## src/rtl/gmii_rx_client_pkg.sv

```systemverilog
// Shared constants and types for the GMII receive client: the preamble and
// start-of-frame delimiter octets and the receive state encoding.
package gmii_rx_client_pkg;

  localparam logic [7:0] PREAMBLE_OCTET = 8'h55;
  localparam logic [7:0] SFD_OCTET      = 8'hD5;

  // Receive framing states; the encoding is fixed so that state dumps line up
  // with the transmit-side documentation.
  typedef enum logic [1:0] {
    IDLE     = 2'd0,
    PREAMBLE = 2'd1,
    DATA     = 2'd2,
    DROP     = 2'd3
  } state_t;

endpackage

```

## src/rtl/gmii_rx_client_if.sv

```systemverilog
// Data-plane bundle of the GMII receive client: the PCS receive inputs on one
// side and the delimited payload stream with its length report on the other.
interface gmii_rx_client_if #(
  parameter int OCTET_WIDTH = 8,
  parameter int LEN_WIDTH   = 11
);

  // PCS receive side
  logic [OCTET_WIDTH-1:0] rxd;
  logic                   rx_dv;
  logic                   rx_er;

  // Payload stream towards the MAC-side logic
  logic [OCTET_WIDTH-1:0] out_data;
  logic                   out_valid;
  logic                   out_sof;
  logic                   out_eof;
  logic                   out_err;
  logic [LEN_WIDTH-1:0]   frame_len;
  logic                   frame_len_valid;

  // The PCS (or a bench standing in for it) drives the receive octets.
  modport master (
    output rxd, rx_dv, rx_er,
    input  out_data, out_valid, out_sof, out_eof, out_err,
    input  frame_len, frame_len_valid
  );

  // The client consumes the octets and produces the payload stream.
  modport slave (
    input  rxd, rx_dv, rx_er,
    output out_data, out_valid, out_sof, out_eof, out_err,
    output frame_len, frame_len_valid
  );

endinterface

```

## src/rtl/sat_counter.sv

```systemverilog
// Event counter that sticks at all-ones instead of wrapping, so a long-running
// link never reports a misleadingly small frame count.
module sat_counter #(
  parameter int WIDTH = 16
) (
  input  logic             clk,
  input  logic             mr_main_reset_n,
  input  logic             inc,
  output logic [WIDTH-1:0] count
);

  // Count one per inc pulse, holding once every bit is set.
  always_ff @(posedge clk or negedge mr_main_reset_n) begin
    if (!mr_main_reset_n) begin
      count <= '0;
    end else if (inc && (count != '1)) begin
      // NOTE: sequential state is always updated with <= so every flop samples
      // the pre-edge values and simulation matches the synthesized netlist.
      count <= count + WIDTH'(1);
    end
  end

endmodule

```

## src/rtl/gmii_rx_client.sv

```systemverilog
// GMII receive client: strips preamble/SFD, delimits frames on rx_dv, streams
// the payload through a one-octet hold register so the last octet can carry
// the end-of-frame marker, and keeps saturating good/bad frame counters.
module gmii_rx_client
  import gmii_rx_client_pkg::*;
#(
  parameter int OCTET_WIDTH = 8,
  parameter int LEN_WIDTH   = 11,
  parameter int MAX_FRAME   = 1518,
  parameter int CNT_WIDTH   = 16
) (
  input  logic                 clk,
  input  logic                 mr_main_reset_n,
  gmii_rx_client_if.slave      bus,
  output logic [CNT_WIDTH-1:0] good_frames,
  output logic [CNT_WIDTH-1:0] bad_frames,
  output logic                 busy
);

  localparam logic [OCTET_WIDTH-1:0] PRE_OCTET = OCTET_WIDTH'(PREAMBLE_OCTET);
  localparam logic [OCTET_WIDTH-1:0] SOF_OCTET = OCTET_WIDTH'(SFD_OCTET);
  localparam logic [LEN_WIDTH-1:0]   MAX_LEN   = LEN_WIDTH'(MAX_FRAME);

  state_t                 state;
  logic [OCTET_WIDTH-1:0] hold;          // payload octet waiting for its successor
  logic                   hold_full;     // hold carries an octet not yet emitted
  logic                   first_pending; // next emitted octet opens the frame
  logic                   err_flag;      // rx_er seen during this frame's payload
  logic                   drop_bad;      // leaving DROP must count a bad frame
  logic [LEN_WIDTH-1:0]   count;         // payload octets accepted so far
  logic                   good_inc;
  logic                   bad_inc;

  // Framing FSM with registered stream outputs and counter increment pulses.
  always_ff @(posedge clk or negedge mr_main_reset_n) begin
    if (!mr_main_reset_n) begin
      state               <= IDLE;
      hold                <= '0;
      hold_full           <= 1'b0;
      first_pending       <= 1'b0;
      err_flag            <= 1'b0;
      drop_bad            <= 1'b0;
      count               <= '0;
      good_inc            <= 1'b0;
      bad_inc             <= 1'b0;
      bus.out_data        <= '0;
      bus.out_valid       <= 1'b0;
      bus.out_sof         <= 1'b0;
      bus.out_eof         <= 1'b0;
      bus.out_err         <= 1'b0;
      bus.frame_len       <= '0;
      bus.frame_len_valid <= 1'b0;
    end else begin
      // NOTE: the markers default low on every edge so each one is a clean
      // single-cycle pulse; a branch only has to raise the ones it needs.
      bus.out_valid       <= 1'b0;
      bus.out_sof         <= 1'b0;
      bus.out_eof         <= 1'b0;
      bus.out_err         <= 1'b0;
      bus.frame_len_valid <= 1'b0;
      good_inc            <= 1'b0;
      bad_inc             <= 1'b0;

      case (state)
        IDLE: begin
          // rx_er without rx_dv is false carrier or extension: ignored here.
          if (bus.rx_dv) begin
            if (bus.rx_er) begin
              state    <= DROP;
              drop_bad <= 1'b1;
            end else if (bus.rxd == PRE_OCTET) begin
              state <= PREAMBLE;
            end else if (bus.rxd == SOF_OCTET) begin
              // A shortened or missing preamble is accepted.
              state         <= DATA;
              hold_full     <= 1'b0;
              first_pending <= 1'b1;
              err_flag      <= 1'b0;
              count         <= '0;
            end else begin
              state    <= DROP;
              drop_bad <= 1'b1;
            end
          end
        end

        PREAMBLE: begin
          if (!bus.rx_dv) begin
            // Carrier ended inside the preamble: nothing to deliver.
            state   <= IDLE;
            bad_inc <= 1'b1;
          end else if (bus.rx_er) begin
            state    <= DROP;
            drop_bad <= 1'b1;
          end else if (bus.rxd == SOF_OCTET) begin
            state         <= DATA;
            hold_full     <= 1'b0;
            first_pending <= 1'b1;
            err_flag      <= 1'b0;
            count         <= '0;
          end else if (bus.rxd != PRE_OCTET) begin
            state    <= DROP;
            drop_bad <= 1'b1;
          end
        end

        DATA: begin
          if (bus.rx_dv) begin
            if (count == MAX_LEN) begin
              // Oversize: close the frame on the octet already held, count it
              // as bad now, and swallow the rest of the carrier.
              bus.out_data        <= hold;
              bus.out_valid       <= 1'b1;
              bus.out_sof         <= first_pending;
              bus.out_eof         <= 1'b1;
              bus.out_err         <= 1'b1;
              bus.frame_len       <= count;
              bus.frame_len_valid <= 1'b1;
              bad_inc             <= 1'b1;
              first_pending       <= 1'b0;
              hold_full           <= 1'b0;
              drop_bad            <= 1'b0;
              state               <= DROP;
            end else begin
              // The previous octet can only leave once we know it is not last.
              if (hold_full) begin
                bus.out_data  <= hold;
                bus.out_valid <= 1'b1;
                bus.out_sof   <= first_pending;
                first_pending <= 1'b0;
              end
              hold      <= bus.rxd;
              hold_full <= 1'b1;
              count     <= count + LEN_WIDTH'(1);
              if (bus.rx_er) begin
                err_flag <= 1'b1;
              end
            end
          end else begin
            if (hold_full) begin
              bus.out_data        <= hold;
              bus.out_valid       <= 1'b1;
              bus.out_sof         <= first_pending;
              bus.out_eof         <= 1'b1;
              bus.out_err         <= err_flag;
              bus.frame_len       <= count;
              bus.frame_len_valid <= 1'b1;
              good_inc            <= !err_flag;
              bad_inc             <= err_flag;
            end else begin
              // SFD followed directly by end of carrier: empty, hence bad.
              bad_inc <= 1'b1;
            end
            first_pending <= 1'b0;
            hold_full     <= 1'b0;
            state         <= IDLE;
          end
        end

        DROP: begin
          if (!bus.rx_dv) begin
            bad_inc  <= drop_bad;
            drop_bad <= 1'b0;
            state    <= IDLE;
          end
        end

        default: state <= IDLE;
      endcase
    end
  end

  // Anything other than IDLE means a carrier event is being tracked.
  assign busy = (state != IDLE);

  sat_counter #(.WIDTH(CNT_WIDTH)) u_good_cnt (
    .clk             (clk),
    .mr_main_reset_n (mr_main_reset_n),
    .inc             (good_inc),
    .count           (good_frames)
  );

  sat_counter #(.WIDTH(CNT_WIDTH)) u_bad_cnt (
    .clk             (clk),
    .mr_main_reset_n (mr_main_reset_n),
    .inc             (bad_inc),
    .count           (bad_frames)
  );

endmodule

```

## src/flat_wrapper.sv

```systemverilog
// flat-port wrapper written by rule: the top's interface ports become plain ports
module gmii_rx_client_flat import gmii_rx_client_pkg::*;
#(
  parameter int OCTET_WIDTH = 8,
  parameter int LEN_WIDTH   = 11,
  parameter int MAX_FRAME   = 1518,
  parameter int CNT_WIDTH   = 16
)
  (clk, mr_main_reset_n, good_frames, bad_frames, busy, bus_rxd, bus_rx_dv, bus_rx_er, bus_out_data, bus_out_valid, bus_out_sof, bus_out_eof, bus_out_err, bus_frame_len, bus_frame_len_valid);
  gmii_rx_client_if #(.OCTET_WIDTH(OCTET_WIDTH), .LEN_WIDTH(LEN_WIDTH)) bus_i ();
  input  logic clk;
  input  logic mr_main_reset_n;
  output logic [CNT_WIDTH-1:0] good_frames;
  output logic [CNT_WIDTH-1:0] bad_frames;
  output logic busy;
  input wire logic [$bits(bus_i.rxd)-1:0] bus_rxd;
  input wire logic [$bits(bus_i.rx_dv)-1:0] bus_rx_dv;
  input wire logic [$bits(bus_i.rx_er)-1:0] bus_rx_er;
  output wire logic [$bits(bus_i.out_data)-1:0] bus_out_data;
  output wire logic [$bits(bus_i.out_valid)-1:0] bus_out_valid;
  output wire logic [$bits(bus_i.out_sof)-1:0] bus_out_sof;
  output wire logic [$bits(bus_i.out_eof)-1:0] bus_out_eof;
  output wire logic [$bits(bus_i.out_err)-1:0] bus_out_err;
  output wire logic [$bits(bus_i.frame_len)-1:0] bus_frame_len;
  output wire logic [$bits(bus_i.frame_len_valid)-1:0] bus_frame_len_valid;
  assign bus_i.rxd = bus_rxd;
  assign bus_i.rx_dv = bus_rx_dv;
  assign bus_i.rx_er = bus_rx_er;
  assign bus_out_data = bus_i.out_data;
  assign bus_out_valid = bus_i.out_valid;
  assign bus_out_sof = bus_i.out_sof;
  assign bus_out_eof = bus_i.out_eof;
  assign bus_out_err = bus_i.out_err;
  assign bus_frame_len = bus_i.frame_len;
  assign bus_frame_len_valid = bus_i.frame_len_valid;
  gmii_rx_client #(.OCTET_WIDTH(OCTET_WIDTH), .LEN_WIDTH(LEN_WIDTH), .MAX_FRAME(MAX_FRAME), .CNT_WIDTH(CNT_WIDTH)) u_core (.clk(clk), .mr_main_reset_n(mr_main_reset_n), .bus(bus_i), .good_frames(good_frames), .bad_frames(bad_frames), .busy(busy));
endmodule
```

## config.mk

```make
export PLATFORM = sky130hd
export DESIGN_NAME = gmii_rx_client_flat
export DESIGN_NICKNAME = d
export VERILOG_FILES = /design/src/rtl/gmii_rx_client_pkg.sv /design/src/rtl/gmii_rx_client_if.sv /design/src/rtl/sat_counter.sv /design/src/rtl/gmii_rx_client.sv /design/src/flat_wrapper.sv
export SDC_FILE = /design/constraint.sdc
export NUM_CORES = 1
export LEC_CHECK = 0
export ABC_AREA = 1
export CELL_PAD_IN_SITES_DETAIL_PLACEMENT = 0
export CELL_PAD_IN_SITES_GLOBAL_PLACEMENT = 1
export CORE_UTILIZATION = 32
export DETAILED_ROUTE_END_ITERATION = 10
export DONT_BUFFER_PORTS = 1
export PLACE_DENSITY = 0.59
export SLEW_MARGIN = 20
export SYNTH_ARGS = -nofsm -noshare
export SYNTH_HDL_FRONTEND = slang
export SYNTH_SLANG_ARGS = --single-unit
```

## constraint.sdc

```tcl
create_clock -name clk -period 3.6 [get_ports clk]
set_input_delay 0.72 -clock clk [delete_from_list [all_inputs] [get_ports clk]]
set_output_delay 0.72 -clock clk [all_outputs]
set_load 0.1 [all_outputs]
```

# ---- Yosys cells after proc, flatten, opt, wreduce, memory -nomap -nowiden
# Cells that the tools add are included.
dict set report op_classes {
  add_sub_neg 3
  n_eq_ne 27
  muxes 90
  bitwise 1
  reduce_logical 15
}
# op n
set ops {}
lappend ops {{$mux W11} 11}
lappend ops {{$mux W1} 59}
lappend ops {{$pmux W11 S3} 1}
lappend ops {{$add A16 B1 Y16 const B} 2}
lappend ops {{$ne A16 B16 Y1 const B} 2}
lappend ops {{$mux W8} 3}
lappend ops {{$mux W2} 10}
lappend ops {{$ne A2 B2 Y1 const B} 9}
lappend ops {{$reduce_and A9 Y1} 2}
lappend ops {{$pmux W1 S3} 4}
lappend ops {{$add A11 B1 Y11 const B} 1}
lappend ops {{$eq A11 B11 Y1 const B} 1}
lappend ops {{$ne A3 B3 Y1 const B} 3}
lappend ops {{$eq A8 B7 Y1 const B} 1}
lappend ops {{$eq A8 B8 Y1 const B} 1}
lappend ops {{$ne A8 B7 Y1 const B} 1}
lappend ops {{$pmux W2 S4} 1}
lappend ops {{$reduce_and A8 Y1} 1}
lappend ops {{$reduce_and A7 Y1} 1}
lappend ops {{$ne A3 B2 Y1 const B} 2}
lappend ops {{$reduce_and A3 Y1} 2}
lappend ops {{$reduce_and A6 Y1} 1}
lappend ops {{$ne A5 B3 Y1 const B} 1}
lappend ops {{$eq A2 B2 Y1 const B} 2}
lappend ops {{11 further kinds} 14}
dict set report word_totals {
  register_bits 82
  input_bits 12
  output_inout_bits 57
  wordCells 153
}

# ---- Logic depth before layout (Yosys ltp)
# Gate-level depths: netlist (run 1).
dict set report logic_depth {
  word_depth 6
  ltp_mapped 11
}

# ---- Hierarchy
# Synthesis (run 1) repeated with hierarchy kept, for this count alone.
dict set report unflattened {
  hier_cells 623
  hier_area_um2 4613.2
}
# module n_inst cells_each area_per_inst_um2
set modules_own_cells {}
lappend modules_own_cells {gmii_rx_client 1 311 2447.3}
lappend modules_own_cells {{sat_counter (u_core.u_good_cnt)} 1 163 1107.3}
lappend modules_own_cells {{sat_counter (u_core.u_bad_cnt)} 1 149 1058.5}

# ---- Worst setup path after synthesis (run 1)
# OpenSTA, ideal clock, no wires.
dict set report synth_timing {
  path_kind {reg2reg}
  startpoint {register u_core.u_bad_cnt.count[1]}
  endpoint {register u_core.u_bad_cnt.count[15]}
  setup_time_ns 0.120
  t_arrival_ns 2.204
  slack_ns 1.276
  path_stages_with_launch 10
  n_path_buf 1
  cell_sequence {dfrtp_1 -> ha_1 -> nand3_1 -> nor2_1 -> nand3_1 -> nand2_2 -> inv_2 -> buf_2 -> nand2_1 -> nand2_1}
}
dict set report synth_between {
  elab_chain_cells 2
  word_cells_on_any_way 3
}
# element line
set synth_rtl {}
lappend synth_rtl {{from (decl)} sat_counter.sv:9} ;# output logic [WIDTH-1:0] count
lappend synth_rtl {{from (signal assigned)} sat_counter.sv:19} ;# count <= count + WIDTH'(1);
lappend synth_rtl {{branches (longest 2 deep; another with $add A16 B1 Y16)} -}
# Several ways; the timed one is not identified.
# A chain may end at the register's enable or synchronous reset.

# ---- Worst setup path in the final report (run 1)
dict set report layout_timing {
  startpoint {register u_core.state[1]}
  endpoint {output port busy}
}
dict set report layout_between {
  elab_chain_cells 1
}
# element line
set layout_rtl {}
lappend layout_rtl {{from (decl)} gmii_rx_client.sv:24} ;# state_t state;
lappend layout_rtl {{from (signal assigned)} gmii_rx_client.sv:37} ;# state <= IDLE;
lappend layout_rtl {{from (signal assigned)} gmii_rx_client.sv:69} ;# state <= DROP;
lappend layout_rtl {{from (signal assigned)} gmii_rx_client.sv:72} ;# state <= PREAMBLE;
lappend layout_rtl {{$reduce_bool A2 Y1} gmii_rx_client.sv:174} ;# assign busy = (state != IDLE);
lappend layout_rtl {{to (decl)} flat_wrapper.sv:15} ;# output logic busy;
# No other way between the ends.

==> load_flow_metrics.sql, run 1 <==
INSERT INTO impl_metrics (metric_group, metric, value, unit) VALUES
('clocking', 'tritoncts', 'built', ''),
('detailed_routing', 'drt.antenna.violating_nets', '0', ''),
('placement', 'dpl-instance-area', '0.00481', 'sq mm'),
('status', 'outcome', 'finished, final reports clean', ''),
('yosys', 'synth-warning-count', '0', ''),
('sta', 'finalMaxSlewViolations', '0', ''),
('placement', 'placer_congestion', '0.810', ''),
('final_layout', 'antennaDiodeCount', '0', ''),
('yosys', 'mappedNetlistArea', '0.00444', 'sq mm'),
('critical_path', 'reg2reg_depth', '9', ''),
('sta', 'rsz0062_at_grt', 'false', ''),
('global_routing', 'grt_overflow', '0', ''),
('critical_path', 'worst-path-max-fanout', '7', ''),
('critical_path', 'timing_worst_setup_path_type', 'register to primary output', ''),
('yosys', 'ys_ff_latch', '82', ''),
('power', 'ir_worst_vdd', '0.000314', 'V'),
('yosys', 'synth_cell_types', '34', ''),
('critical_path', 'critical_path.startpoint', 'u_core.state[1]', ''),
('yosys', 'yosysSeqAreaShare', '46.2', '%'),
('floorplanning', 'die_x', '120', 'um'),
('clocking', 'cts.clk_slew.worst_paths', '0.06', 'ns'),
('clocking', 'cts.repair.resized', '0', ''),
('flow_run', 'maxcap_violations', '0', ''),
('critical_path', 'critical_path_required', '2.88', 'ns'),
('critical_path', 'worst_setup_path_endpoint', 'busy', ''),
('detailed_routing', 'wl_per_cell', '13.4', 'um'),
('yosys', 'synth.avg_cell_area', '7.55', 'sq um'),
('clocking', 'cts.htree.levels', '3', ''),
('final_layout', 'layout_common_cells', 'sky130_fd_sc_hd__nand2_1 (236), sky130_fd_sc_hd__dfrtp_1 (81), sky130_fd_sc_hd__nor2_1 (53)', ''),
('final_layout', 'finish.instance_area', '0.00509', 'sq mm'),
('final_layout', 'drive_above_1_share', '11.4', '%'),
('global_routing', 'grt_pass1_wl', '17900', 'um'),
('detailed_routing', 'first_drt_iteration_drcs', '246', ''),
('floorplanning', 'dieArea', '0.0143', 'sq mm'),
('detailed_routing', 'route.vias.total', '3634', ''),
('power', 'p_leak', '2.45', 'nW'),
('clocking', 'cts-hold-fix-buffers', '0', ''),
('global_routing', 'antenna_violations_before_repair', '0', ''),
('hold_path', 'min-delay-path-class', 'input pin to async pin', ''),
('final_layout', 'finish.cell_count_without_fillers', '800', ''),
('clocking', 'clk_latency', '0.34', 'ns'),
('final_layout', 'layout-area-overhead-vs-synth', '14.6', '%'),
('floorplanning', 'core_area', '0.0134', 'sq mm'),
('floorplanning', 'design.portCount', '69', ''),
('final_layout', 'layout_commonest_cell', 'sky130_fd_sc_hd__nand2_1', ''),
('detailed_routing', 'drt_pre_antenna_iters', '4', ''),
('sta', 'worst_slack', '1.30', 'ns'),
('sta', 'finalWorstPathRequiredPeriod', '2.30', 'ns'),
('global_routing', 'via_count_of_the_first_global_routing_pass', '3455', ''),
('sta', 'worstMarginPinSlew', '0.954', 'ns'),
('clocking', 'post-cts-setup-buffer-count', '0', ''),
('critical_path', 'startpoint_of_the_worst_register_to_register_path', 'u_core.u_bad_cnt.count[0]', ''),
('final_layout', 'fin_nets', '636', ''),
('placement', 'port_buffers', '0', ''),
('clocking', 'cts-buffers-inserted', '9', ''),
('power', 'power.density', '768', 'mW/mm^2'),
('floorplanning', 'chipHeight', '120', 'um'),
('clocking', 'tritoncts_num_sinks', '82', ''),
('yosys', 'synth_cells', '588', ''),
('floorplanning', 'effective_utilization_at_floorplan', '33.1', '%'),
('sta', 'finalCritPeriodShare', '63.9', '%'),
('critical_path', 'r2r_slack', '1.47', 'ns'),
('critical_path', 'critical_path_arrival', '1.58', 'ns'),
('global_routing', 'globalRouteTotalUtil', '16.1', '%'),
('clocking', 'cts_max_path_buffers', '2', ''),
('detailed_routing', 'routed_wirelength', '10700', 'um'),
('placement', 'placement.setup.worst_slack', '1.44', 'ns'),
('detailed_routing', 'drt_drc_violations_left', '0', ''),
('sta', 'relSlewSlack', '36.6', '%'),
('placement', 'place.detailed.hpwl', '7600', 'um'),
('critical_path', 'timing.critical_path.from_type', 'register', '');
[cells by family (layout without fill, tap and decap cells)]
family / after synthesis / after routing / synth area share (%)
adder cells (fa/ha/maj): 4 / 4 / 1.13
AO/OA/AOI/OAI: 46 / 46 / 5.89
XOR/XNOR: 26 / 26 / 5.13
flip-flops: 82 / 82 / 46.2
buffers and inverters: 66 / 102 / 6.74
AND/OR/NAND/NOR: 364 / 364 / 34.9
[report_power, final]
| part | total [mW] | internal [mW] | switching [mW] |
|---|---|---|---|
| clock network | 0.906 | 0.531 | 0.375 |
| logic | 1.23 | 0.301 | 0.924 |
| registers | 1.78 | 1.12 | 0.661 |
[how the worst min path moves through the flow]
stage	from	endpoint	depth (start not counted)
after floorplan	mr_main_reset_n	u_core.bad_inc	0
after global placement	mr_main_reset_n	u_core.u_good_cnt.count[4]	0
after detailed placement	mr_main_reset_n	u_core.u_good_cnt.count[4]	0
after CTS	mr_main_reset_n	u_core.u_good_cnt.count[6]	0
after global routing	mr_main_reset_n	u_core.bus.out_data[7]	0
final	mr_main_reset_n	u_core.u_good_cnt.count[6]	0
[critical path, cell delays in order (launching register included)]
cell and delay [ns]:
sky130_fd_sc_hd__dfrtp_1 0.46, sky130_fd_sc_hd__nor2_1 0.14, sky130_fd_sc_hd__inv_1 0.64
[synthesized netlist by cell type]
cell type	count	share of area [%]
sky130_fd_sc_hd__a21boi_0	1	0.17
sky130_fd_sc_hd__a21oi_1	3	0.34
sky130_fd_sc_hd__a21oi_4	1	0.37
sky130_fd_sc_hd__and2_1	1	0.14
sky130_fd_sc_hd__buf_2	4	0.45
sky130_fd_sc_hd__buf_4	2	0.34
sky130_fd_sc_hd__buf_6	5	1.3
sky130_fd_sc_hd__clkinv_2	1	0.11
sky130_fd_sc_hd__dfrtp_1	82	46
sky130_fd_sc_hd__ha_1	4	1.1
sky130_fd_sc_hd__inv_1	49	4.1
sky130_fd_sc_hd__inv_2	5	0.42
sky130_fd_sc_hd__nand2_1	236	20
sky130_fd_sc_hd__nand2_2	5	0.70
sky130_fd_sc_hd__nand2_4	1	0.25
sky130_fd_sc_hd__nand3_1	44	5.0
sky130_fd_sc_hd__nand3_4	1	0.39
sky130_fd_sc_hd__nand3b_1	1	0.17
sky130_fd_sc_hd__nand4_1	8	1.1
sky130_fd_sc_hd__nor2_1	53	4.5
sky130_fd_sc_hd__nor2_2	2	0.28
sky130_fd_sc_hd__nor2_4	2	0.51
sky130_fd_sc_hd__nor2_8	1	0.45
sky130_fd_sc_hd__nor3_1	4	0.45
sky130_fd_sc_hd__nor3_2	1	0.23
sky130_fd_sc_hd__nor3b_1	2	0.34
sky130_fd_sc_hd__nor3b_2	1	0.28
sky130_fd_sc_hd__o21ai_0	13	1.5
sky130_fd_sc_hd__o21ai_1	23	2.6
sky130_fd_sc_hd__o21ai_2	4	0.79
sky130_fd_sc_hd__o21bai_1	1	0.17
sky130_fd_sc_hd__or2_0	1	0.14
sky130_fd_sc_hd__xnor2_1	13	2.6
sky130_fd_sc_hd__xor2_1	13	2.6
[flip-flops by register name, indices dropped and copies added (netlist names), 2 cells and up]
name                     flops
u_core.hold                  8
u_core.u_bad_cnt.count      16
u_core.count                11
u_core.bus.out_data          8
u_core.state                 2
u_core.bus.frame_len        11
u_core.u_good_cnt.count     16
[layout make-up]
class | count | area, sq um
clock buffers | 11 | 233
repair buffers | 32 | 240
fillers | 1442 | 8310
well taps | 176 | 220
clock inverters | 4 | 45.0
multi-input cells | 440 | 2090
inverters | 55 | 208
flip-flops and latches | 82 | 2050
[metal layers]
layer / vias up / global-route usage (%) / part of all wire, %
li1: 1908 / - / -
met1: 1659 / 20.8 / 48
met2: 57 / 25.5 / 47
met3: 10 / 4.66 / 4.3
met4: 0 / 5.78 / 1.4
met5: - / 0 / 0
[per-stage QoR]
| step | total power, mW | hold slack [ns] | utilization, % |
|---|---|---|---|
| 2_1_floorplan | 2.80 | 0.424 | - |
| 3_3_place_gp | 3.02 | 0.427 | 35.9 |
| 3_5_place_dp | 3.03 | 0.427 | 35.9 |
| 4_1_cts | 3.95 | 0.0536 | 38.0 |
| 5_1_grt | 4.14 | 0.0496 | 38.0 |
| 6_report | 3.91 | 0.0679 | 38.0 |
Power figures use the tool's default switching activity.
==> run 2: changes to the inputs <==
--- a/config.mk
+++ b/config.mk
@@ -11,7 +11,7 @@
 export CORE_UTILIZATION = 32
 export DETAILED_ROUTE_END_ITERATION = 10
 export DONT_BUFFER_PORTS = 1
-export PLACE_DENSITY = 0.59
+export PLACE_DENSITY = 0.62
 export SLEW_MARGIN = 20
 export SYNTH_ARGS = -nofsm -noshare
 export SYNTH_HDL_FRONTEND = slang
==> constraint.sdc (replaced) <==
create_clock -name clk -period 2.05 [get_ports clk]
set_input_delay 0.41 -clock clk [delete_from_list [all_inputs] [get_ports clk]]
set_output_delay 0.41 -clock clk [all_outputs]
set_load 0.1 [all_outputs]
==> run 2 against run 1 <==
Net effect:
- the flow now finishes with violations (negative hold slack)
- cell count increased by 3.6%
- worst hold slack worse by 0.31 ns
- via count up 5.7%
- clock power rose by 84%
- core utilization rose by 1.8 points
- routed wire length grew 1.3%
- combinational power increased to 2.7 times the previous value
- cell area increased by 4.8%
- global-route usage rose by 0.28 points
- critical path type is now register to register
- largest power group is now combinational logic
- highest routed layer unchanged
==> load_flow_metrics.sql, run 2 (same netlist as run 1, synthesis figures left out) <==
INSERT INTO impl_metrics (metric_group, metric, value, unit) VALUES
('final_layout', 'fin_nets', '664', ''),
('detailed_routing', 'routed_wirelength', '10800', 'um'),
('clocking', 'cts-root-buf', 'sky130_fd_sc_hd__clkbuf_16', ''),
('clocking', 'tritoncts_num_sinks', '82', ''),
('sta', 'finalHoldViolCount', '82', ''),
('power', 'pwr-share-comb', '45.6', '%'),
('clocking', 'cts.repair.resized', '0', ''),
('status', 'outcome', 'finished with violations', ''),
('sta', 'finalMaxSlewViolations', '0', ''),
('critical_path', 'critical_path_arrival', '2.13', 'ns'),
('power', 'reg_power_share', '31.2', '%'),
('critical_path', 'r2r_slack', '0.19', 'ns'),
('final_layout', 'drive_above_1_share', '16.7', '%'),
('critical_path', 'reg2reg_depth', '8', ''),
('sta', 'rsz0062_at_grt', 'false', ''),
('placement', 'place.detailed.hpwl', '7750', 'um'),
('global_routing', 'via_count_of_the_first_global_routing_pass', '3621', ''),
('floorplanning', 'dieArea', '0.0143', 'sq mm'),
('global_routing', 'largest_net_degree_at_the_start_of_global_routing', '83', ''),
('detailed_routing', 'first_drt_iteration_drcs', '228', ''),
('detailed_routing', 'drt_pre_antenna_iters', '4', ''),
('final_layout', 'layout_common_cells', 'sky130_fd_sc_hd__nand2_1 (236), sky130_fd_sc_hd__dfrtp_1 (71), sky130_fd_sc_hd__buf_4 (60)', ''),
('sta', 'fin_setup_tns', '0', 'ns'),
('global_routing', 'grt_pass1_wl', '18300', 'um'),
('global_routing', 'grt_overflow', '0', ''),
('final_layout', 'antennaDiodeCount', '0', ''),
('power', 'ir_worst_vdd', '0.000612', 'V'),
('floorplanning', 'chipHeight', '120', 'um'),
('power', 'proportion_of_power_drawn_by_the_clock_network', '23.2', '%'),
('clocking', 'cts.htree.levels', '3', ''),
('critical_path', 'critical_path_required', '2.32', 'ns'),
('floorplanning', 'design.portCount', '69', ''),
('critical_path', 'worst_setup_path_end_kind', 'register', ''),
('critical_path', 'timing_worst_setup_path_type', 'register to register', ''),
('flow_run', 'maxcap_violations', '0', ''),
('final_layout', 'multiInputGateArea', '0.00209', 'sq mm'),
('final_layout', 'layout_commonest_cell', 'sky130_fd_sc_hd__nand2_1', ''),
('final_layout', 'layout-area-overhead-vs-synth', '20.1', '%'),
('hold_path', 'min-delay-path-class', 'input pin to async pin', ''),
('clocking', 'tritoncts', 'built', ''),
('power', 'total_switching_power', '3.49', 'mW'),
('critical_path', 'worst-path-max-fanout', '18', ''),
('sta', 'clock.fmax', '538', 'MHz'),
('detailed_routing', 'drt_drc_violations_left', '0', ''),
('status', 'violations', 'negative hold slack', ''),
('power', 'power.density', '1350', 'mW/mm^2'),
('floorplanning', 'effective_utilization_at_floorplan', '33.1', '%'),
('final_layout', 'fillCellCount', '1441', ''),
('sta', 'finalSetupViolations', '0', ''),
('final_layout', 'final-seq-area', '0.00207', 'sq mm'),
('floorplanning', 'std_cell_rows', '42', ''),
('sta', 'skew', '0.00650', 'ns'),
('floorplanning', 'core_area', '0.0134', 'sq mm'),
('critical_path', 'worstReg2RegEnd', 'u_core.bus.out_data[7]', ''),
('sta', 'finalWorstPathRequiredPeriod', '1.86', 'ns'),
('power', 'sw_frac_of_total', '48.5', '%'),
('clocking', 'post-cts-setup-buffer-count', '0', ''),
('sta', 'relSlewSlack', '63.2', '%'),
('sta', 'worstMarginPinSlew', '0.557', 'ns'),
('clocking', 'clk_latency', '0.34', 'ns'),
('placement', 'port_buffers', '0', ''),
('clocking', 'cts_max_path_buffers', '2', ''),
('detailed_routing', 'wl_per_cell', '13.1', 'um'),
('floorplanning', 'die_x', '120', 'um'),
('placement', 'placer_congestion', '0.832', ''),
('power', 'p_leak', '2.59', 'nW'),
('detailed_routing', 'post_drt_via_cell_ratio', '4.63', ''),
('detailed_routing', 'route.vias.total', '3842', ''),
('global_routing', 'antenna_violations_before_repair', '0', ''),
('power', 'internal-power', '3.71', 'mW'),
('clocking', 'cts.clk_slew.worst_paths', '0.06', 'ns'),
('detailed_routing', 'drt.antenna.violating_nets', '0', ''),
('critical_path', 'startpoint_of_the_worst_register_to_register_path', 'u_core.count[0]', ''),
('sta', 'worst_hold_slack', '-0.246', 'ns'),
('global_routing', 'globalRouteTotalUtil', '16.4', '%'),
('clocking', 'cts-buffers-inserted', '9', ''),
('critical_path', 'timing.critical_path.from_type', 'register', ''),
('sta', 'finalCritPeriodShare', '90.7', '%'),
('final_layout', 'largest_registers', 'u_core.u_bad_cnt.count: 16 flops, u_core.u_good_cnt.count: 16 flops', '');
run 2: cell count changes in the layout (fill, tap and decap cells not counted), sizes merged:
cell,previous run,this run
buf,32,60
clkinv,4,2
clkbuf,11,14
run 2: per-stage QoR:
step | cell area, sq um | worst slack [ns] | cells | power [mW] | utilization [%]
CTS | 5330 | 0.189 | 829 | 7.28 | 39.8
global route | 5330 | 0.0578 | 829 | 7.60 | 39.8
global placement | 5030 | 0.279 | 813 | 5.54 | 37.5
detailed placement | 5030 | 0.213 | 813 | 5.57 | 37.5
floorplan | 4450 | 0.0403 | 588 | 4.93 | -
finish | 5330 | 0.191 | 829 | 7.20 | 39.8
run 2: worst max-delay path, cell delays in order (launching register included):
cell and delay [ns]:
sky130_fd_sc_hd__dfrtp_1 0.42, sky130_fd_sc_hd__inv_1 0.13, sky130_fd_sc_hd__ha_1 0.16, sky130_fd_sc_hd__inv_1 0.04, sky130_fd_sc_hd__nor2_1 0.20, sky130_fd_sc_hd__nand3_4 0.16
sky130_fd_sc_hd__a21oi_4 0.45, sky130_fd_sc_hd__nand2_1 0.12, sky130_fd_sc_hd__o21ai_1 0.10
run 2: worst max-delay path by stage:
stage / start / end / slack, ns / depth (start not counted)
3_3_place_gp: u_core.u_bad_cnt.count[0] / u_core.u_bad_cnt.count[15] / 0.28 / 8
6_report: u_core.count[0] / u_core.bus.out_data[7] / 0.19 / 8
5_1_grt: u_core.count[0] / u_core.bus.out_data[0] / 0.06 / 8
4_1_cts: u_core.count[0] / u_core.bus.out_data[0] / 0.19 / 8
2_1_floorplan: u_core.u_good_cnt.count[6] / u_core.u_good_cnt.count[8] / 0.04 / 8
3_5_place_dp: u_core.count[0] / u_core.bus.out_data[0] / 0.21 / 8
run 2: cell type report:
type                       count  share of cell area, %
multi-input combinational    440                   39.2
sequential                    82                   38.8
timing repair buffer          60                   8.45
clock buffer                  14                   4.95
tap                          176                   4.13
inverter                      55                   3.90
clock inverter                 2                  0.657
run 2: power groups by stage:
stage / sequential, mW / clock, mW / combinational (mW)
2_1_floorplan: 3.61 / 0 / 1.32
3_3_place_gp: 2.27 / 0 / 3.27
3_5_place_dp: 2.27 / 0 / 3.29
4_1_cts: 2.25 / 1.73 / 3.30
5_1_grt: 2.30 / 1.79 / 3.51
6_report: 2.25 / 1.67 / 3.28
run 2: per-layer routing:
metal,part of all wire (%),routed length (um),GRT usage (%),vias to the layer above
met2,47,5060,25.9,56
met3,3.5,382,4.28,13
met1,48,5230,21.5,1805
met5,0,0,0,-
met4,1.5,162,5.86,0
li1,-,-,-,1968
==> run 3: changes to the inputs <==
--- a/config.mk
+++ b/config.mk
@@ -8,10 +8,13 @@
 export ABC_AREA = 1
 export CELL_PAD_IN_SITES_DETAIL_PLACEMENT = 0
 export CELL_PAD_IN_SITES_GLOBAL_PLACEMENT = 1
+export CORE_ASPECT_RATIO = 1.5
+export CORE_MARGIN = 4
 export CORE_UTILIZATION = 32
 export DETAILED_ROUTE_END_ITERATION = 10
 export DONT_BUFFER_PORTS = 1
 export PLACE_DENSITY = 0.62
+export SKIP_LAST_GASP = 1
 export SLEW_MARGIN = 20
 export SYNTH_ARGS = -nofsm -noshare
 export SYNTH_HDL_FRONTEND = slang
==> run 3 against run 2 <==
Net effect:
- the run still ends with negative hold slack left
- cell count is 1.7% lower
- critical path type is now register to primary output
- routed wire length is 1.3% higher
- via count is 1.5% lower
- clock power is 4% higher
- flip-flop and latch count stayed put
- largest cell class unchanged
- core utilization is 0.33 points lower
- fmax is 5.4% lower
- die area is 11% higher
- worst setup slack worse by 0.11 ns
- count of clock-buffer cells in the layout is 5 lower
- sequential power hardly changed
- non-clock buffer count stayed put
==> load_flow_metrics.sql, run 3 (same netlist as run 1, synthesis figures left out) <==
INSERT INTO impl_metrics (metric_group, metric, value, unit) VALUES
('floorplanning', 'std_cell_rows', '52', ''),
('critical_path', 'critPathSlowestCell', 'sky130_fd_sc_hd__clkinvlp_4', ''),
('sta', 'worst_hold_slack', '-0.227', 'ns'),
('global_routing', 'grt_overflow', '0', ''),
('floorplanning', 'dieArea', '0.0159', 'sq mm'),
('final_layout', 'fillCellCount', '1429', ''),
('detailed_routing', 'first_drt_iteration_drcs', '147', ''),
('detailed_routing', 'wl_per_cell', '13.5', 'um'),
('power', 'ir_worst_vdd', '0.000566', 'V'),
('power', 'total_switching_power', '3.51', 'mW'),
('critical_path', 'worstSetupPathDepth', '2', ''),
('sta', 'clock.fmax', '509', 'MHz'),
('sta', 'skew', '0.00361', 'ns'),
('final_layout', 'finish.cell_count_without_fillers', '815', ''),
('final_layout', 'fin_nets', '664', ''),
('clocking', 'clk_latency', '0.33', 'ns'),
('detailed_routing', 'route.vias.total', '3783', ''),
('sta', 'finalSetupViolations', '0', ''),
('global_routing', 'grt_pass1_wl', '18900', 'um'),
('status', 'violations', 'negative hold slack', ''),
('global_routing', 'via_count_of_the_first_global_routing_pass', '3789', ''),
('final_layout', 'layout_common_cells', 'sky130_fd_sc_hd__nand2_1 (236), sky130_fd_sc_hd__dfrtp_1 (71), sky130_fd_sc_hd__buf_4 (60)', ''),
('placement', 'placer_congestion', '0.819', ''),
('power', 'internal-power', '3.76', 'mW'),
('clocking', 'tritoncts_num_sinks', '82', ''),
('sta', 'worstMarginPinSlew', '0.527', 'ns'),
('power', 'pwr-share-comb', '45.0', '%'),
('placement', 'placedCellCount', '799', ''),
('final_layout', 'multiInputGateArea', '0.00209', 'sq mm'),
('floorplanning', 'design.portCount', '69', ''),
('critical_path', 'worst_setup_path_end_kind', 'primary output', ''),
('power', 'proportion_of_power_drawn_by_the_clock_network', '23.8', '%'),
('critical_path', 'timing_worst_setup_path_type', 'register to primary output', ''),
('sta', 'finalMaxSlewViolations', '0', ''),
('flow_run', 'maxcap_violations', '0', ''),
('critical_path', 'critical_path.n_buffers_inverters', '1', ''),
('sta', 'finalCritPeriodShare', '95.8', '%'),
('final_layout', 'finish.instance_area', '0.00534', 'sq mm'),
('sta', 'finalWorstPathRequiredPeriod', '1.96', 'ns'),
('critical_path', 'crit_chain', 'nor2_2 -> clkinvlp_4', ''),
('critical_path', 'critical_path_arrival', '1.55', 'ns'),
('critical_path', 'worst-path-max-fanout', '7', ''),
('power', 'p_leak', '2.59', 'nW'),
('power', 'power.density', '1360', 'mW/mm^2'),
('detailed_routing', 'post_drt_via_cell_ratio', '4.64', ''),
('clocking', 'cts-root-buf', 'sky130_fd_sc_hd__clkbuf_16', ''),
('floorplanning', 'die_x', '104', 'um'),
('critical_path', 'critical_path_required', '1.64', 'ns'),
('placement', 'dpl-instance-area', '0.00501', 'sq mm'),
('detailed_routing', 'drt.antenna.violating_nets', '0', ''),
('critical_path', 'timing.critical_path.from_type', 'register', ''),
('hold_path', 'min-delay-path-class', 'input pin to async pin', ''),
('clocking', 'cts_max_path_buffers', '2', ''),
('final_layout', 'final-seq-area', '0.00207', 'sq mm'),
('detailed_routing', 'routed_wirelength', '11000', 'um'),
('floorplanning', 'core_area', '0.0135', 'sq mm'),
('critical_path', 'startpoint_of_the_worst_register_to_register_path', 'u_core.count[0]', ''),
('status', 'outcome', 'finished with violations', ''),
('final_layout', 'largest_registers', 'u_core.u_bad_cnt.count: 16 flops, u_core.u_good_cnt.count: 16 flops', ''),
('critical_path', 'worstReg2RegEnd', 'u_core.count[9]', ''),
('clocking', 'cts.clk_slew.worst_paths', '0.06', 'ns'),
('critical_path', 'reg2reg_depth', '9', ''),
('critical_path', 'cpLargestDelayFamily', 'buffers and inverters', ''),
('global_routing', 'globalRouteTotalUtil', '14.5', '%'),
('power', 'sw_frac_of_total', '48.3', '%'),
('power', 'design_power_total', '7.26', 'mW'),
('clocking', 'tritoncts', 'built', ''),
('final_layout', 'layout_commonest_cell', 'sky130_fd_sc_hd__nand2_1', ''),
('floorplanning', 'chipHeight', '152', 'um'),
('clocking', 'cts-buffers-inserted', '9', ''),
('final_layout', 'fraction_of_the_core_area_covered_by_cells_at_the_end_of_the_flow', '39.5', '%'),
('clocking', 'cts.htree.levels', '3', ''),
('placement', 'port_buffers', '0', ''),
('detailed_routing', 'drt_pre_antenna_iters', '4', ''),
('final_layout', 'layout-area-overhead-vs-synth', '20.3', '%'),
('placement', 'place.detailed.hpwl', '8270', 'um'),
('clocking', 'post-cts-setup-buffer-count', '0', ''),
('final_layout', 'antennaDiodeCount', '0', ''),
('critical_path', 'critical_path.startpoint', 'u_core.state[1]', ''),
('power', 'reg_power_share', '31.2', '%'),
('sta', 'relSlewSlack', '64.6', '%'),
('final_layout', 'drive_above_1_share', '17.5', '%'),
('floorplanning', 'effective_utilization_at_floorplan', '32.8', '%'),
('critical_path', 'cp_slowest_stage_delay', '0.49', 'ns'),
('global_routing', 'antenna_violations_before_repair', '0', ''),
('sta', 'finalHoldViolCount', '82', ''),
('detailed_routing', 'drt_drc_violations_left', '0', ''),
('critical_path', 'worst_setup_path_endpoint', 'busy', ''),
('global_routing', 'largest_net_degree_at_the_start_of_global_routing', '83', ''),
('critical_path', 'r2r_slack', '0.23', 'ns');
-- run 3: changes by cell type in the layout (fill, tap and decap cells not counted), sizes merged --
cell	before	now
clkbuf	14	9
clkinvlp	0	3
clkinv	2	4
bufinv	1	2
inv	54	53
-- run 3: worst reg2reg max path: stages (launching register included) --
cell                       delay [ns]
sky130_fd_sc_hd__dfrtp_1         0.41
sky130_fd_sc_hd__inv_1           0.13
sky130_fd_sc_hd__ha_1            0.17
sky130_fd_sc_hd__inv_1           0.04
sky130_fd_sc_hd__nor2_1          0.19
sky130_fd_sc_hd__nand3_4         0.16
sky130_fd_sc_hd__nand2_4         0.21
sky130_fd_sc_hd__clkinv_2        0.21
sky130_fd_sc_hd__nand3_1         0.14
sky130_fd_sc_hd__nand2_1         0.06
-- run 3: cell type report --
cell class,count,share of cell area (%)
inverters,55,3.96
well taps,162,3.80
flip-flops and latches,82,38.7
clock buffers,9,4.22
multi-input cells,440,39.1
repair buffers,60,8.44
clock inverters,7,1.76
-- run 3: repair_timing --
action                                  in CTS  in global routing
endpoints found under the setup margin       0                  1
hold endpoints to repair                    82                 82
resized for setup                            0                  2
-- run 3: worst min path at each step --
stage | to | slack [ns] | cells past startpoint
4_1_cts | u_core.state[0] | -0.24 | 0
6_report | u_core.u_good_cnt.count[4] | -0.23 | 0
2_1_floorplan | u_core.bad_inc | 0.11 | 0
3_3_place_gp | u_core.u_good_cnt.count[3] | 0.12 | 0
5_1_grt | u_core.u_good_cnt.count[5] | -0.25 | 0
3_5_place_dp | u_core.u_good_cnt.count[3] | 0.12 | 0
-- run 3: metal layers --
layer	up-vias	global-route usage, %	wire length [um]
li1	1962	-	-
met1	1758	17.1	4650
met2	51	25.9	5780
met3	12	2.88	370
met4	0	5.26	180
met5	-	0	0
-- run 3: power by group through the flow --
stage | Sequential [mW] | Combinational, mW | Clock, mW
after global placement | 2.29 | 3.26 | 0
after floorplan | 3.61 | 1.32 | 0
final | 2.27 | 3.27 | 1.73
after CTS | 2.27 | 3.29 | 1.80
after detailed placement | 2.30 | 3.28 | 0
after global routing | 2.31 | 3.51 | 1.87
-- run 3: through the flow --
step	setup TNS (ns)	worst slack (ns)	hold slack (ns)
floorplan	0	0.0403	0.114
finish	0	0.0852	-0.227
global route	-0.00719	-0.00719	-0.251
detailed placement	0	0.206	0.117
global placement	0	0.297	0.117
CTS	0	0.0537	-0.244
